`config.mk`:
```
export PLATFORM = sky130hd
export DESIGN_NAME = apb_event_slave
export DESIGN_NICKNAME = d
export VERILOG_FILES = /design/src/rtl/apb_event_slave.sv
export SDC_FILE = /design/constraint.sdc
export NUM_CORES = 1
export LEC_CHECK = 0
export CAP_MARGIN = 40
export CORE_UTILIZATION = 40
export CTS_CLUSTER_DIAMETER = 80
export DETAILED_ROUTE_END_ITERATION = 8
export PLACE_DENSITY = 0.75
export SLEW_MARGIN = 10
export SYNTH_ARGS = -nofsm -noshare
export SYNTH_HDL_FRONTEND = slang
export SYNTH_SLANG_ARGS = --single-unit
```
`constraint.sdc`:
```
create_clock -name clk -period 1.9 [get_ports clk]
set_input_delay 0.475 -clock clk [delete_from_list [all_inputs] [get_ports clk]]
set_output_delay 0.475 -clock clk [all_outputs]
set_load 0.02 [all_outputs]
```
`src/rtl/apb_event_slave.sv`:
```
`default_nettype none
// ============================================================================
// Module   : apb_event_slave
// Brief    : Write-only APB completer for the event-driven APB master.
//            Decodes three event addresses, latches write data per event,
//            keeps a wrapping per-event write counter, and stretches each
//            transfer by WAIT_CYCLES wait states on pready_o.
// Revision : 1.0 - initial release
// ============================================================================
module apb_event_slave #(
   parameter int WAIT_CYCLES = 1,   // wait states per transfer, 0..15
   parameter int CNT_W       = 8    // width of each per-event write counter
) (
   input  logic             clk,
   input  logic             rst,          // asynchronous, active-low
   input  logic             psel_i,
   input  logic             penable_i,
   input  logic [31:0]      paddr_i,
   input  logic             pwrite_i,
   input  logic [31:0]      pwdata_i,
   input  logic             err_clr_i,
   output logic             pready_o,
   output logic [31:0]      reg_a_o,
   output logic [31:0]      reg_b_o,
   output logic [31:0]      reg_c_o,
   output logic [CNT_W-1:0] cnt_a_o,
   output logic [CNT_W-1:0] cnt_b_o,
   output logic [CNT_W-1:0] cnt_c_o,
   output logic [2:0]       wr_strobe_o,
   output logic             decode_err_o
);

   localparam logic [31:0]      c_addr_a    = 32'h1000_1000;
   localparam logic [31:0]      c_addr_b    = 32'h2000_2000;
   localparam logic [31:0]      c_addr_c    = 32'h3000_3000;
   localparam logic [3:0]       c_wait_load = 4'(WAIT_CYCLES);
   localparam bit               c_has_wait  = (WAIT_CYCLES > 0);
   localparam logic [CNT_W-1:0] c_cnt_one   = CNT_W'(1);

   typedef enum logic [0:0] {
      ST_IDLE  = 1'b0,
      ST_STALL = 1'b1
   } state_t;

   state_t           r_state;
   logic [3:0]       r_wait_cnt;
   logic             r_pready;
   logic [31:0]      r_reg_a;
   logic [31:0]      r_reg_b;
   logic [31:0]      r_reg_c;
   logic [CNT_W-1:0] r_cnt_a;
   logic [CNT_W-1:0] r_cnt_b;
   logic [CNT_W-1:0] r_cnt_c;
   logic [2:0]       r_strobe;
   logic             r_decode_err;

   logic w_setup;
   logic w_commit;
   logic w_hit_a;
   logic w_hit_b;
   logic w_hit_c;
   logic w_miss;

   assign w_setup  = psel_i & ~penable_i;
   // ready is part of the commit term, so a transfer can only land on its
   // final access cycle once the wait sequence has finished
   assign w_commit = psel_i & penable_i & r_pready & pwrite_i;
   assign w_hit_a  = (paddr_i == c_addr_a);
   assign w_hit_b  = (paddr_i == c_addr_b);
   assign w_hit_c  = (paddr_i == c_addr_c);
   assign w_miss   = ~(w_hit_a | w_hit_b | w_hit_c);

   // Wait-state sequencer: holds ready low for WAIT_CYCLES cycles after setup
   always_ff @(posedge clk or negedge rst) begin
      if (!rst) begin
         r_state    <= ST_IDLE;
         r_wait_cnt <= 4'd0;
         r_pready   <= 1'b1;
      end else begin
         case (r_state)
            ST_IDLE: begin
               r_pready <= 1'b1;
               if (w_setup && c_has_wait) begin
                  r_wait_cnt <= c_wait_load;
                  r_state    <= ST_STALL;
                  r_pready   <= 1'b0;
               end
            end
            ST_STALL: begin
               // a deselect aborts the transfer; setups seen here are ignored
               if (!psel_i || (r_wait_cnt == 4'd1)) begin
                  r_wait_cnt <= 4'd0;
                  r_state    <= ST_IDLE;
                  r_pready   <= 1'b1;
               end else begin
                  r_wait_cnt <= r_wait_cnt - 4'd1;
                  r_pready   <= 1'b0;
               end
            end
            default: begin
               r_wait_cnt <= 4'd0;
               r_state    <= ST_IDLE;
               r_pready   <= 1'b1;
            end
         endcase
      end
   end

   // Commit path: latch data, bump counter and pulse strobe of the decoded event
   always_ff @(posedge clk or negedge rst) begin
      if (!rst) begin
         r_reg_a  <= 32'd0;
         r_reg_b  <= 32'd0;
         r_reg_c  <= 32'd0;
         r_cnt_a  <= '0;
         r_cnt_b  <= '0;
         r_cnt_c  <= '0;
         r_strobe <= 3'b000;
      end else begin
         r_strobe <= 3'b000;
         if (w_commit) begin
            if (w_hit_a) begin
               r_reg_a     <= pwdata_i;
               r_cnt_a     <= r_cnt_a + c_cnt_one;
               r_strobe[0] <= 1'b1;
            end
            if (w_hit_b) begin
               r_reg_b     <= pwdata_i;
               r_cnt_b     <= r_cnt_b + c_cnt_one;
               r_strobe[1] <= 1'b1;
            end
            if (w_hit_c) begin
               r_reg_c     <= pwdata_i;
               r_cnt_c     <= r_cnt_c + c_cnt_one;
               r_strobe[2] <= 1'b1;
            end
         end
      end
   end

   // Sticky decode error; a new error outranks a simultaneous clear
   always_ff @(posedge clk or negedge rst) begin
      if (!rst) begin
         r_decode_err <= 1'b0;
      end else if (w_commit && w_miss) begin
         r_decode_err <= 1'b1;
      end else if (err_clr_i) begin
         r_decode_err <= 1'b0;
      end
   end

   assign pready_o     = r_pready;
   assign reg_a_o      = r_reg_a;
   assign reg_b_o      = r_reg_b;
   assign reg_c_o      = r_reg_c;
   assign cnt_a_o      = r_cnt_a;
   assign cnt_b_o      = r_cnt_b;
   assign cnt_c_o      = r_cnt_c;
   assign wr_strobe_o  = r_strobe;
   assign decode_err_o = r_decode_err;

endmodule
`default_nettype wire

```
## Yosys cells after proc, flatten, opt, wreduce, memory -nomap -nowiden

Cells that the tools add are included.

- Flip-flop bits (word level): 130
- Output and inout bits: 125
- Logic and storage cells: 51

- $add $sub $neg: 4
- Eq/ne operators: 5
- Muxes and demuxes: 15
- Bitwise operators: 9
- Reductions and logical operators: 7

Operator list:

| cell | number |
|---|---|
| == test 32 x 30 -> 1 bit, second input constant | 2 |
| == test 32 x 29 -> 1 bit, second input constant | 1 |
| adder 8 x 1 -> 8 bit, second input constant | 3 |
| 2-to-1 mux 1 bit | 9 |
| 2-to-1 mux 4 bit | 2 |
| case mux 4 bit (2 select lines) | 1 |
| AND reduction 2 bit | 3 |
| bitwise AND 1 bit | 4 |
| == test 4 x 1 -> 1 bit, second input constant | 1 |
| case mux 1 bit (2 select lines) | 2 |
| subtractor 4 x 1 -> 4 bit, second input constant | 1 |
| 2-to-1 mux 3 bit | 1 |
| NOT 1 bit | 3 |
| inequality test 2 bit, second input constant | 1 |
| OR 1 bit | 2 |
| nonzero test 2 bit | 1 |
| logical AND 1 bit | 1 |
| zero test 1 bit | 1 |
| logical OR 1 bit | 1 |

## Depth between registers and ports, before layout

- Depth after elaboration: 6
- Gate-level depth with buffers: 6

## Worst setup path after synthesis

Ideal clock, no wire load.

- Path kind: input port to flip-flop
- Start point: input paddr_i[10]
- End point: register r_reg_a[10], in the netlist reg_a_o[10]
- Setup time: 125 ps
- Arrival: 2035 ps
- Path slack: -260 ps
- Cell stages on the path: 5
- Cell sequence: nor4_1 -> nand3_1 -> nor4_4 -> buf_6 -> mux2_4

- Cells in the longest elaborated chain, start to end: 2

RTL lines:

| item | RTL line | RTL |
|---|---|---|
| start: declaration | 18 | `input logic [31:0] paddr_i,` |
| == test 32 x 29 -> 1 bit | 68 | `assign w_hit_a = (paddr_i == c_addr_a);` |
| AND reduction 2 bit (no source line) | n/a |  |
| end signal: assignment | 123 | `r_reg_a <= pwdata_i;` |
| end: declaration | 48 | `logic [31:0] r_reg_a;` |

No other way between the ends.
A chain may end at the register's enable or synchronous reset.

## Worst setup path after layout

- Start point: input paddr_i[29]
- End point: register r_reg_a[26], in the netlist reg_a_o[26]

Same word-level chain as after synthesis.

==> metrics.txt <==
# TYPE chip_impl_metric gauge
chip_impl_info{name="unrepaired_setup_endpoints_after_global_routing",value="yes"} 1
chip_impl_info{name="cts.root.buffer_cell",value="clkbuf_16"} 1
chip_impl_metric{name="final.min_clock_period",unit="ps"} 1920
chip_impl_metric{name="slew_headroom",unit="%"} 76.6
chip_impl_metric{name="synthDistinctLibCells",unit=""} 33
chip_impl_metric{name="core_area",unit="µm²"} 13500
chip_impl_metric{name="path_buf_inv",unit=""} 5
chip_impl_metric{name="cts-htree-levels",unit=""} 4
chip_impl_metric{name="seqPwrFrac",unit="%"} 42.9
chip_impl_info{name="setup.worst_path.class",value="in -> reg"} 1
chip_impl_metric{name="cts.path.max_buffers",unit=""} 2
chip_impl_metric{name="syn_avg_cell_area",unit="µm²"} 15.5
chip_impl_metric{name="grt_pass1_vias",unit=""} 4418
chip_impl_metric{name="n_antenna_cell",unit=""} 0
chip_impl_metric{name="ir_worst_vdd",unit="µV"} 564
chip_impl_metric{name="ios",unit=""} 195
chip_impl_metric{name="drtPass1Iterations",unit=""} 4
chip_impl_metric{name="synth_largest_type_area_fraction",unit="%"} 57.6
chip_impl_metric{name="total_leakage_power",unit="nW"} 5.10
chip_impl_metric{name="power.clock.fraction",unit="%"} 50.9
chip_impl_metric{name="place.gp.congestion",unit=""} 0.766
chip_impl_metric{name="power_switching",unit="mW"} 1.50
chip_impl_info{name="tritoncts",value="yes"} 1
chip_impl_info{name="run_status",value="finished with violations"} 1
chip_impl_metric{name="drv_slew",unit=""} 0
chip_impl_info{name="hold_class",value="in -> reg"} 1
chip_impl_metric{name="netlist_instances",unit=""} 362
chip_impl_info{name="critical_path.top_delay_family",value="buffers and inverters"} 1
chip_impl_metric{name="synth-seq-area-share",unit="%"} 58.1
chip_impl_metric{name="critPathRequiredTime",unit="ps"} 2200
chip_impl_info{name="most-common-layout-cells",value="dfrtp_1 (129), mux2_4 (93), clkdlybuf4s50_1 (89)"} 1
chip_impl_metric{name="initial_utilization",unit="%"} 41.6
chip_impl_metric{name="grt_pass1_wl",unit="mm"} 23.3
chip_impl_info{name="synth_top_cell_by_area",value="dfrtp_1"} 1
chip_impl_metric{name="vias_per_cell",unit=""} 4.99
chip_impl_metric{name="cpPeakStageDelay",unit="ps"} 360
chip_impl_metric{name="pre_cts_ws",unit="ps"} -822
chip_impl_metric{name="design.final.nets",unit=""} 701
chip_impl_metric{name="dp.final_hpwl",unit="mm"} 9.61
chip_impl_metric{name="wire_per_inst",unit="µm"} 18.7
chip_impl_info{name="timing.critical_path.slowest_stage_cell",value="nor4_4"} 1
chip_impl_info{name="synthTopCellsByArea",value="dfrtp_1 (58%), mux2_4 (16%), mux2_1 (5.8%), xor2_1 (3.1%), nor4_4 (2.7%)"} 1
chip_impl_metric{name="num_vias",unit=""} 4070
chip_impl_metric{name="post-route-util",unit="%"} 68.4
chip_impl_metric{name="totalNegativeSetupSlack",unit="ps"} -77.4
chip_impl_metric{name="power_per_cell_area",unit="nW/µm²"} 715
chip_impl_metric{name="std_cell_rows",unit=""} 42
chip_impl_metric{name="combinationalPowerShare",unit="%"} 6.1
chip_impl_metric{name="maxClockFrequency",unit="MHz"} 522
chip_impl_metric{name="grtUsageTotal",unit="%"} 21.1
chip_impl_metric{name="die_h",unit="µm"} 120
chip_impl_metric{name="areaGrowthSynthToFinish",unit="%"} 64.2
chip_impl_info{name="layout_commonest_cell",value="dfrtp_1"} 1
chip_impl_metric{name="sw_frac_of_total",unit="%"} 22.8
chip_impl_metric{name="power.internal",unit="mW"} 5.08
chip_impl_info{name="path_common_cell",value="buf_6"} 1
chip_impl_metric{name="max_cap_violations",unit=""} 0
chip_impl_metric{name="post_synth_instance_area",unit="µm²"} 5600
chip_impl_info{name="cp_capture_type",value="flip-flop"} 1
chip_impl_metric{name="ant_nets",unit=""} 0
chip_impl_metric{name="cts_buffers",unit=""} 17
chip_impl_metric{name="finalClockSkew",unit="ps"} 11.0
chip_impl_metric{name="synth_seq_cells",unit=""} 130
chip_impl_metric{name="number_of_sinks_on_the_clock_net",unit=""} 130
chip_impl_metric{name="fillers",unit=""} 968
chip_impl_metric{name="port_buffers",unit=""} 194
chip_impl_info{name="violations",value="setup timing"} 1
chip_impl_metric{name="number_of_nets_produced_by_synthesis",unit=""} 437
chip_impl_metric{name="antenna_found_initial",unit=""} 0
chip_impl_metric{name="clkTransAtPathRegs",unit="ps"} 60
chip_impl_metric{name="grt.overflow.total",unit=""} 0
chip_impl_metric{name="grt_max_degree",unit=""} 49
chip_impl_metric{name="wirelength",unit="mm"} 15.2
chip_impl_metric{name="critPathMaxFanout",unit=""} 5
chip_impl_metric{name="timing_hold_violations_final",unit=""} 0
chip_impl_metric{name="die-area",unit="µm²"} 14500
chip_impl_metric{name="synth.yosys.warnings",unit=""} 0
chip_impl_info{name="timing.critical_path.cells",value="dlygate4sd2_1 > buf_4 > nor2_1 > nand3_2 > nor4_4 > buf_6 > buf_8 > buf_6 > mux2_4"} 1
chip_impl_metric{name="die-width",unit="µm"} 120
chip_impl_metric{name="final_critical_path_setup_slack",unit="ps"} -15.8
chip_impl_metric{name="report.power.total",unit="mW"} 6.57
chip_impl_info{name="setup.worst_path.start_class",value="primary input"} 1
chip_impl_metric{name="final_period_util",unit="%"} 101
chip_impl_metric{name="max_slew.worst_pin.slew",unit="ps"} 346
chip_impl_metric{name="drt_drc_violations_left",unit=""} 0
chip_impl_metric{name="clkLatencyLatePin",unit="ps"} 420
chip_impl_metric{name="setup_violations",unit=""} 9
chip_impl_metric{name="worst_ep_arrival_time",unit="ps"} 2220
chip_impl_metric{name="drtIter0Drc",unit=""} 171
chip_impl_metric{name="layout-drive-gt1-share",unit="%"} 36.5
-- what timing repair did --
item / CTS / global route
gates resized for setup: 153 / 61
setup endpoints to repair: 144 / 133
buffers inserted: 15 / 8
hold buffers: 1 / 0
pin swaps: 15 / 9
gates cloned: 4 / 4
endpoints found under the hold margin: 16 / 0
-- final cells by class --
cell class                 count  area (µm²)  share of cell area [%]
multi-input combinational    216        2420                    26.3
tap                          176         220                    2.39
clock inverter                15         181                    1.97
timing repair buffer         257        2680                    29.2
sequential                   130        3250                    35.4
inverter                       4        15.0                   0.163
clock buffer                  17         425                    4.63
-- logic make-up after synthesis --
kind of cell               synth area share [%]
DFF                                        58.1
muxes                                      23.8
and+or+nand+nor                            10.3
xor gates and xnor gates                   3.60
buffers and inverters                      2.28
AOI/OAI and AO/OA                         0.849
adders and majority gates                  1.12
-- path summary, 6_finish.rpt --
check	startpoint	end	slack [ps]	cells after the start
hold / removal	psel_i	pready_o	460	3
setup reg to reg	pready_o	reg_a_o[26]	0	7
max in group asynchronous	rst	pready_o	790	3
setup / recovery	paddr_i[29]	reg_a_o[26]	-20	9
hold reg to reg	cnt_c_o[7]	cnt_c_o[7]	470	1
min in group asynchronous	rst	reg_b_o[27]	500	2
-- Yosys cell counts --
cell type,number
or3b_2,1
nor3_1,11
a21o_1,1
ha_1,5
mux2_4,58
nor4_4,7
clkbuf_1,2
nor4b_1,1
a31oi_1,1
dfstp_2,1
nor4_1,11
nand4_1,11
o21ai_0,3
and3_1,1
mux2_2,12
nor3b_1,1
nor2b_1,1
dfrtp_1,129
mux2_1,29
nor2_1,8
and2_1,1
buf_6,9
inv_1,4
nand3_1,9
nor4bb_1,2
buf_1,1
nand2_1,11
o22ai_1,3
or2_2,1
xnor2_1,3
and4_1,3
nand4_4,1
xor2_1,20
-- flip-flops by register name, summed over array words and instances, names as in the netlist --
| register | cells |
|---|---|
| reg_a_o | 32 |
| reg_b_o | 32 |
| reg_c_o | 32 |
| cnt_a_o | 8 |
| cnt_b_o | 8 |
| cnt_c_o | 8 |
| r_wait_cnt | 4 |
| wr_strobe_o | 3 |
| decode_err_o | 1 |
| pready_o | 1 |
| r_state | 1 |
-- through the flow --
step,area [µm²],hold slack (ps),instances
after floorplan,5760,179,362
after global placement,8130,389,754
after detailed placement,8130,392,754
after CTS,9030,442,806
after global routing,9200,471,815
final,9200,459,815
-- power by group through the flow --
stage	logic, mW	clock network, mW	registers (mW)
final	0.403	3.35	2.82
after global routing	0.440	3.53	2.83
after CTS	0.403	3.41	2.82
after detailed placement	0.418	0	2.87
after global placement	0.401	0	2.87
after floorplan	0.104	0	2.87
-- per-layer routing --
metal | vias up | routed length (µm) | GRT usage (%)
met2 | 149 | 7590 | 34.8
li1 | 1846 | - | -
met5 | - | 0 | 0
met3 | 22 | 1100 | 7.92
met1 | 2053 | 6290 | 25.6
met4 | 0 | 254 | 6.25
-- worst min-delay path, stage by stage --
cell	delay, ps
dlygate4sd2_1	220
buf_4	130
nand2_1	40
Note: power is estimated with default switching activity, not from simulation.
